## src/rtl/tc_timer_pkg.sv

```systemverilog
// Shared definitions for the memory-mapped countdown timer: FSM state
// encodings, register offsets inside the 16-byte window, CTRL field
// positions and MODE encodings.
package tc_timer_pkg;

  typedef enum logic [1:0] {
    TC_IDLE = 2'd0,
    TC_LOAD = 2'd1,
    TC_CNT  = 2'd2,
    TC_INT  = 2'd3
  } tc_state_e;

  // Byte offsets of the registers inside the window
  localparam logic [3:0] TC_CTRL   = 4'h0;
  localparam logic [3:0] TC_PRESET = 4'h4;
  localparam logic [3:0] TC_COUNT  = 4'h8;
  localparam logic [3:0] TC_RSVD   = 4'hC;

  // CTRL bit positions
  localparam int CTRL_EN_BIT   = 0;
  localparam int CTRL_MODE_LSB = 1;
  localparam int CTRL_MODE_MSB = 2;
  localparam int CTRL_IM_BIT   = 3;

  // MODE encodings; 2'b1x behaves as one-shot
  localparam logic [1:0] TC_MODE_ONESHOT = 2'b00;
  localparam logic [1:0] TC_MODE_RELOAD  = 2'b01;

endpackage

```

## src/rtl/tc_timer_if.sv

```systemverilog
// Data-bus slice seen by the timer: M-stage address, byte enables and
// write data from the CPU, plus the combinational read data returned.
interface tc_timer_if;
  logic [31:0] addr;
  logic [3:0]  byteen;
  logic [31:0] wdata;
  logic [31:0] rdata;

  modport master (output addr, output byteen, output wdata, input rdata);
  modport slave  (input addr, input byteen, input wdata, output rdata);
endinterface

```

## src/rtl/tc_timer.sv

```systemverilog
// Countdown timer with CTRL/PRESET/COUNT registers in a 16-byte window.
// One-shot or auto-reload operation; irq is the registered expiry flag
// gated by the CTRL interrupt mask. BASE_ADDR must be 16-byte aligned.
module tc_timer
  import tc_timer_pkg::*;
#(
  parameter logic [31:0] BASE_ADDR = 32'h0000_7F00
) (
  input  logic        clk,
  input  logic        reset,
  tc_timer_if.slave   bus,
  output logic        irq
);

  tc_state_e   state;
  tc_state_e   state_next;
  logic [3:0]  ctrl;
  logic [31:0] preset;
  logic [31:0] count;
  logic        irq_flag;

  logic        hit;
  logic        wr;
  logic [3:0]  offset;
  logic        ctrl_wr;
  logic        preset_wr;
  logic [31:0] ctrl_merged;
  logic        ctrl_en;
  logic [1:0]  mode;

  logic        load_count;
  logic        dec_count;
  logic        set_flag;
  logic        clr_flag_hw;
  logic        clr_en_hw;

  logic        unused_bits;

  // Byte-lane merge: only lanes with byteen set take the new data
  function automatic logic [31:0] byte_merge(input logic [31:0] old_val,
                                             input logic [31:0] new_val,
                                             input logic [3:0]  be);
    logic [31:0] mask;
    mask = {{8{be[3]}}, {8{be[2]}}, {8{be[1]}}, {8{be[0]}}};
    return (old_val & ~mask) | (new_val & mask);
  endfunction

  assign hit         = (bus.addr[31:4] == BASE_ADDR[31:4]);
  assign wr          = hit && (bus.byteen != 4'b0000);
  assign offset      = {bus.addr[3:2], 2'b00};
  assign ctrl_wr     = wr && (offset == TC_CTRL);
  assign preset_wr   = wr && (offset == TC_PRESET);
  assign ctrl_merged = byte_merge({28'd0, ctrl}, bus.wdata, bus.byteen);
  assign ctrl_en     = ctrl[CTRL_EN_BIT];
  assign mode        = ctrl[CTRL_MODE_MSB:CTRL_MODE_LSB];
  assign irq         = irq_flag & ctrl[CTRL_IM_BIT];

  // Byte-address low bits and the unimplemented CTRL bits are don't-cares
  assign unused_bits = ^{bus.addr[1:0], ctrl_merged[31:4]};

  // FSM state register
  always_ff @(posedge clk or negedge reset) begin
    if (!reset) state <= TC_IDLE;
    else        state <= state_next;
  end

  // Next-state decode and datapath strobes for COUNT, EN and the flag
  always_comb begin
    state_next  = state;
    load_count  = 1'b0;
    dec_count   = 1'b0;
    set_flag    = 1'b0;
    clr_flag_hw = 1'b0;
    clr_en_hw   = 1'b0;
    case (state)
      TC_IDLE: begin
        if (ctrl_en) state_next = TC_LOAD;
      end
      TC_LOAD: begin
        load_count = 1'b1;
        state_next = TC_CNT;
      end
      TC_CNT: begin
        if (!ctrl_en) begin
          state_next = TC_IDLE;
        end else if (count == 32'd0) begin
          state_next = TC_INT;
          set_flag   = 1'b1;
        end else begin
          dec_count = 1'b1;
        end
      end
      TC_INT: begin
        if (mode == TC_MODE_RELOAD) begin
          state_next  = TC_LOAD;
          clr_flag_hw = 1'b1;
        end else begin
          state_next = TC_IDLE;
          clr_en_hw  = 1'b1;
        end
      end
      default: state_next = TC_IDLE;
    endcase
  end

  // CTRL: a CPU write overrides the hardware EN clear in the same cycle
  always_ff @(posedge clk or negedge reset) begin
    if (!reset)         ctrl <= 4'd0;
    else if (ctrl_wr)   ctrl <= ctrl_merged[3:0];
    else if (clr_en_hw) ctrl[CTRL_EN_BIT] <= 1'b0;
  end

  // PRESET: byte-merged write, only sampled by COUNT in LOAD
  always_ff @(posedge clk or negedge reset) begin
    if (!reset)         preset <= 32'd0;
    else if (preset_wr) preset <= byte_merge(preset, bus.wdata, bus.byteen);
  end

  // COUNT: load from PRESET, decrement only while nonzero so it never wraps
  always_ff @(posedge clk or negedge reset) begin
    if (!reset)          count <= 32'd0;
    else if (load_count) count <= preset;
    else if (dec_count)  count <= count - 32'd1;
  end

  // Expiry flag: setting beats a simultaneous CTRL write clear
  always_ff @(posedge clk or negedge reset) begin
    if (!reset)                      irq_flag <= 1'b0;
    else if (set_flag)               irq_flag <= 1'b1;
    else if (ctrl_wr || clr_flag_hw) irq_flag <= 1'b0;
  end

  // Combinational read mux; misses and the reserved word read 0
  always_comb begin
    bus.rdata = 32'd0;
    if (hit) begin
      case (offset)
        TC_CTRL:   bus.rdata = {28'd0, ctrl};
        TC_PRESET: bus.rdata = preset;
        TC_COUNT:  bus.rdata = count;
        default:   bus.rdata = 32'd0;
      endcase
    end
  end

endmodule

```

## src/flat_wrapper.sv

```systemverilog
// flat-port wrapper written by rule: the top's interface ports become plain ports
module tc_timer_flat import tc_timer_pkg::*;
#(
  parameter logic [31:0] BASE_ADDR = 32'h0000_7F00
)
  (clk, reset, irq, bus_addr, bus_byteen, bus_wdata, bus_rdata);
  tc_timer_if bus_i ();
  input  logic clk;
  input  logic reset;
  output logic irq;
  input wire logic [$bits(bus_i.addr)-1:0] bus_addr;
  input wire logic [$bits(bus_i.byteen)-1:0] bus_byteen;
  input wire logic [$bits(bus_i.wdata)-1:0] bus_wdata;
  output wire logic [$bits(bus_i.rdata)-1:0] bus_rdata;
  assign bus_i.addr = bus_addr;
  assign bus_i.byteen = bus_byteen;
  assign bus_i.wdata = bus_wdata;
  assign bus_rdata = bus_i.rdata;
  tc_timer #(.BASE_ADDR(BASE_ADDR)) u_core (.clk(clk), .reset(reset), .bus(bus_i), .irq(irq));
endmodule
```

## config.mk

```make
export PLATFORM = sky130hd
export DESIGN_NAME = tc_timer_flat
export DESIGN_NICKNAME = d
export VERILOG_FILES = /design/src/rtl/tc_timer_pkg.sv /design/src/rtl/tc_timer_if.sv /design/src/rtl/tc_timer.sv /design/src/flat_wrapper.sv
export SDC_FILE = /design/constraint.sdc
export NUM_CORES = 1
export LEC_CHECK = 0
export ABC_AREA = 1
export CORE_MARGIN = 10
export CORE_UTILIZATION = 52
export CTS_CLUSTER_SIZE = 30
export DETAILED_ROUTE_END_ITERATION = 8
export PLACE_DENSITY = 0.83
export SYNTH_ARGS = -nofsm -noshare
export SYNTH_HDL_FRONTEND = slang
export SYNTH_SLANG_ARGS = --single-unit
```

## constraint.sdc

```tcl
create_clock -name clk -period 2.1 [get_ports clk]
set_clock_uncertainty 0.15 [all_clocks]
set_input_delay 0.42 -clock clk [delete_from_list [all_inputs] [get_ports clk]]
set_output_delay 0.42 -clock clk [all_outputs]
set_load 0.02 [all_outputs]
```

[Word level (Yosys, flattened, before mapping)]
Cells that the tools add are included.
Storage, ports and cells
  flip-flop bits (word level): 71
  logic and storage cells: 59
Cells by class
  add/subtract/negate cells: 1
  equality and inequality tests: 9
  muxes and demuxes: 24
  bitwise gates (word level): 7
  reduce and logical (&&, ||, !) cells: 12
Operators with widths (count)
  2-to-1 mux 32 bit: 3
  case mux 32 bit (3 select lines): 1
  bitwise AND 32 bit: 2
  zero test 32 bit: 1
  inverter 32 bit: 1
  bitwise OR 32 bit: 1
  subtractor 32 x 1 -> 32 bit, second input constant: 1
  == test 28 x 11 -> 1 bit, second input constant: 1
  2-to-1 mux 1 bit: 16
  case mux 2 bit (4 select lines): 1
  == test 2 x 1 -> 1 bit, second input constant: 3
  == test 2 bit, second input constant: 3
  2-to-1 mux 2 bit: 3
  nonzero test 2 bit: 3
  bitwise AND 4 bit: 1
  zero test 4 bit: 1
  bitwise OR 4 bit: 1
  nonzero test 4 bit: 1
  logical AND 1 bit: 3
  != test 3 bit, second input constant: 1
  zero test 2 bit: 1
  != test 2 x 1 -> 1 bit, second input constant: 1
  AND reduction 2 bit: 1
  bitwise AND 1 bit: 1
  logical OR 1 bit: 1

[Longest topological paths before layout]
  depth in word-level cells: 6
  gate-level depth with buffers: 11

[Worst setup path before layout]
OpenSTA, ideal clock, no wires.
  path kind: input to output
  start point: input bus_addr[2]
  end point: output bus_rdata[25]
  arrival time: 1.540 ns
  data required time: 1.530 ns
  setup slack: -0.010 ns
  stages: 6
  path buffers: 2
  cells stage by stage: inv_1 > nor2_1 > buf_2 > buf_2 > nand2_1 > a21oi_1
Between the ends
  cells in the longest elaborated chain, start to end: 3
RTL lines
  start, declared: RTL line flat_wrapper.sv:11  | input wire logic [$bits(bus_i.addr)-1:0] bus_addr;
  == test 2 bit, or another cell as far along: RTL line tc_timer.sv:137  | case (offset)
  case mux 32 bit (3 select lines) (*): RTL line tc_timer.sv:137
  2-to-1 mux 32 bit (*): RTL line tc_timer.sv:136  | if (hit) begin
  end, declared: RTL line flat_wrapper.sv:14  | output wire logic [$bits(bus_i.rdata)-1:0] bus_rdata;
Mark *: on every way between the ends. The rest lies on a longest branch, timed or not.

[Worst setup path after layout]
  start point: input bus_addr[31]
  end point: output bus_rdata[31]
Between the ends
  cells in the longest elaborated chain, start to end: 2
RTL lines
  == test 28 x 11 -> 1 bit: RTL line tc_timer.sv:48  | assign hit = (bus.addr[31:4] == BASE_ADDR[31:4]);
  2-to-1 mux 32 bit: RTL line tc_timer.sv:136
No other way between the ends.

==> flow_summary_export.csv <==
group,metric,value,unit
hold_path,hold_class,"reg -> reg",
layout,multi_input_area,3065,sq um
route,first_iter_violations,723,
clock_tree,clock_sinks,71,
route,wirelength,19.56,mm
synthesis,netlist_instances,758,
grt,grt_pass1_vias,5568,
timing,setup_viol,32,
floorplan,die_w,116.6,um
layout,final_common_cell,"nand2_1",
clock_tree,path_clk_slew,80,ps
power,p_clk_share,40.3,%
setup_path,max_stage_delay,230,ps
route,drt_pass1_iterations,5,
timing,slew_headroom,72.66,%
power,pwr-share-comb,11.4,%
setup_path,critPathCaptureType,"primary output",
power,p_int,2.117,mW
grt,antenna_found_initial,0,
floorplan,floorplan.initialDensity,53.06,%
placed_design,dpl-instance-area,6305,sq um
power,peakVddDrop,0.3068,mV
synthesis,netlist_area,4856,sq um
power,p_sw,709.2,uW
clock_tree,cts-buffers-inserted,9,
clock_tree,clk_path_buf_depth,2,
layout,syn_to_final_growth,46.35,%
synthesis,syn-num-nets,829,
timing,hold-worst-slack,377.0,ps
placed_design,routabilityCongestion,0.9619,
power,sw_frac_of_total,25.09,%
timing,rsz0062_at_grt,"true",
layout,drive_gt1_share,24.40,%
timing,max_freq,0.4444,GHz
synthesis,synth_area_leaders,"dfrtp_1 (37%), nand2_1 (23%), nand3_1 (7.2%)",
setup_path,crit_type,"in -> out",
layout,nFillCells,637,
status,violations,"setup timing",
floorplan,fp.coreArea,9153,sq um
setup_path,critPathMaxFanout,8,
layout,diodes,0,
layout,final_area,7107,sq um
synthesis,yosysSeqAreaShare,36.59,%
power,pwr-share-seq,48.3,%
run,drv_cap,0,
timing,setup_tns,-2447,ps
timing,report.final.slew_viol_count,0,
grt,grt_max_degree,72,
route,routedWlPerCell,19.08,um
grt,overflow,0,
layout,nets,980,
clock_tree,insertion_delay,350,ps
synthesis,synth_top_cell_by_area,"dfrtp_1",
synthesis,avgSynthCellArea,6.406,sq um
layout,utilization,77.65,%
setup_path,cp_slowest_cell,"clkbuf_16",
floorplan,io_pins,103,
route,drtAntennaViolNets,0,
placed_design,dp_hpwl,13.09,mm
route,drc,0,
clock_tree,htree_levels,3,
route,vias,6020,
timing,tightest_slew,410.1,ps
setup_path,required,1530,ps
timing,hold_viol,0,
clock_tree,cts_root_buf,"clkbuf_8",
layout,most-common-layout-cells,"nand2_1 (297), dfrtp_1 (71), nor2_1 (70), nand3_1 (70), buf_4 (65)",
floorplan,rows,35,
layout,seq_area,1777,sq um
floorplan,dieArea,13600,sq um
timing,period_needed,2250,ps
grt,grt.total_usage,26.06,%
floorplan,die_y,116.6,um
synthesis,synthDistinctLibCells,28,
synthesis,yosysWarnings,0,
power,p_leak,3.561,nW
setup_path,cp_top_family,"simple AND/OR/NAND/NOR gates",
timing,setup_ws,-150.2,ps
clock_tree,cts_tree,"built",
power,power,2.826,mW
setup_path,worst-path-buf-inv,4,
grt,grt_pass1_wl,28.13,mm
setup_path,start_kind,"input pin",
synthesis,synth_seq_cells,71,
synthesis,synth_top_area_share,36.59,%
status,outcome,"complete, but fails checks",
setup_path,path_cells,"clkbuf_2 > inv_1 > nand2_1 > nor2_2 > nand2_2 > nor2_4 > nand2_4 > clkbuf_16 > a21oi_4 > buf_6",
timing,period_share,107.2,%
power,power_density,397.7,nW/um^2
placed_design,numPortBuffers,100,
route,vias_per_cell,5.873,
setup_path,worstPathArrival,1680,ps
-- cells in the mapped netlist --
| library cell | n |
|---|---|
| buf_8 | 3 |
| ha_1 | 1 |
| nand2_4 | 1 |
| xor2_1 | 4 |
| inv_2 | 2 |
| xnor2_1 | 7 |
| inv_1 | 59 |
| o21ai_1 | 14 |
| nor2_4 | 3 |
| o21ai_0 | 9 |
| buf_6 | 1 |
| a31oi_1 | 3 |
| nand4_4 | 1 |
| clkbuf_1 | 11 |
| and2_1 | 1 |
| a21oi_1 | 32 |
| buf_4 | 2 |
| nand3_1 | 70 |
| nor3_1 | 3 |
| nand4_1 | 45 |
| buf_2 | 13 |
| a221oi_1 | 1 |
| dfrtp_1 | 71 |
| nand2_2 | 3 |
| nand3_2 | 1 |
| nor2_2 | 9 |
| nor2_1 | 84 |
| nand2_1 | 304 |
-- final cells by class --
type                    instances  area share [%]
clock buffers                  11           1.989
clock inverters                 5          0.8099
inverters                      61           3.433
multi-input cells             596           43.13
flip-flops and latches         71           25.00
well taps                     111           1.954
repair buffers                170           23.68
-- logic make-up after synthesis --
group                    count (synthesis)  synth area share (%)
flip-flops                              71                 36.59
buffers and inverters                   91                 8.374
AO/OA/AOI/OAI                           59                 6.235
AND/OR/NAND/NOR                        525                 46.56
XOR/XNOR                                11                 1.984
adder cells (fa/ha/maj)                  1                0.2576
-- through the flow --
stage | instances | worst slack (ps)
after CTS | 1008 | -334.4
after floorplan | 758 | -10.06
after global routing | 1025 | -192.6
after global placement | 991 | -963.4
after detailed placement | 991 | -994.0
final | 1025 | -150.2
-- worst reg2reg max path: cells and delay by family, from the launching register on --
kind | cells | cell delay [ps]
fa+ha+maj | 1 | 220
simple gates | 6 | 850
flops | 1 | 410
buf+inv | 2 | 330
-- metal layers --
layer / up-vias / wire [um] / track usage [%]
met5: - / 0 / 0
met4: 0 / 663 / 6.755
met3: 60 / 2226 / 6.523
met2: 373 / 8951 / 40.69
met1: 2845 / 7715 / 35.21
li1: 2742 / - / -
-- power by group through the flow --
stage,Clock (mW),Sequential [mW],Combinational [mW]
2_1_floorplan,0,1.39,0.0596
3_3_place_gp,0,1.39,0.259
3_5_place_dp,0,1.39,0.266
4_1_cts,1.14,1.37,0.260
5_1_grt,1.21,1.37,0.343
6_report,1.14,1.37,0.322
-- worst paths after layout --
path,slack (ps),cells after the start,from,end
min reg2reg,380,2,flip-flop,flip-flop
min,380,2,flip-flop,flip-flop
max,-150,10,bus_addr[31],bus_rdata[31]
min in group asynchronous,480,3,reset,asynchronous set/reset pin
max reg2reg,80,9,u_core.count[1]$_DFFE_PN0P_,u_core.count[22]$_DFFE_PN0P_
max in group asynchronous,1010,3,reset,u_core.count[23]$_DFFE_PN0P_
-- what timing repair did --
action / 4_1_cts / 5_1_grt
hold buffers: 1 / 0
setup endpoints to repair: 32 / 57
cloned: 0 / 7
pin swaps: 0 / 15
buffers inserted: 0 / 10
endpoints found under the hold margin: 71 / 0
resized for setup: 196 / 174
(Power assumes the default switching activity.)
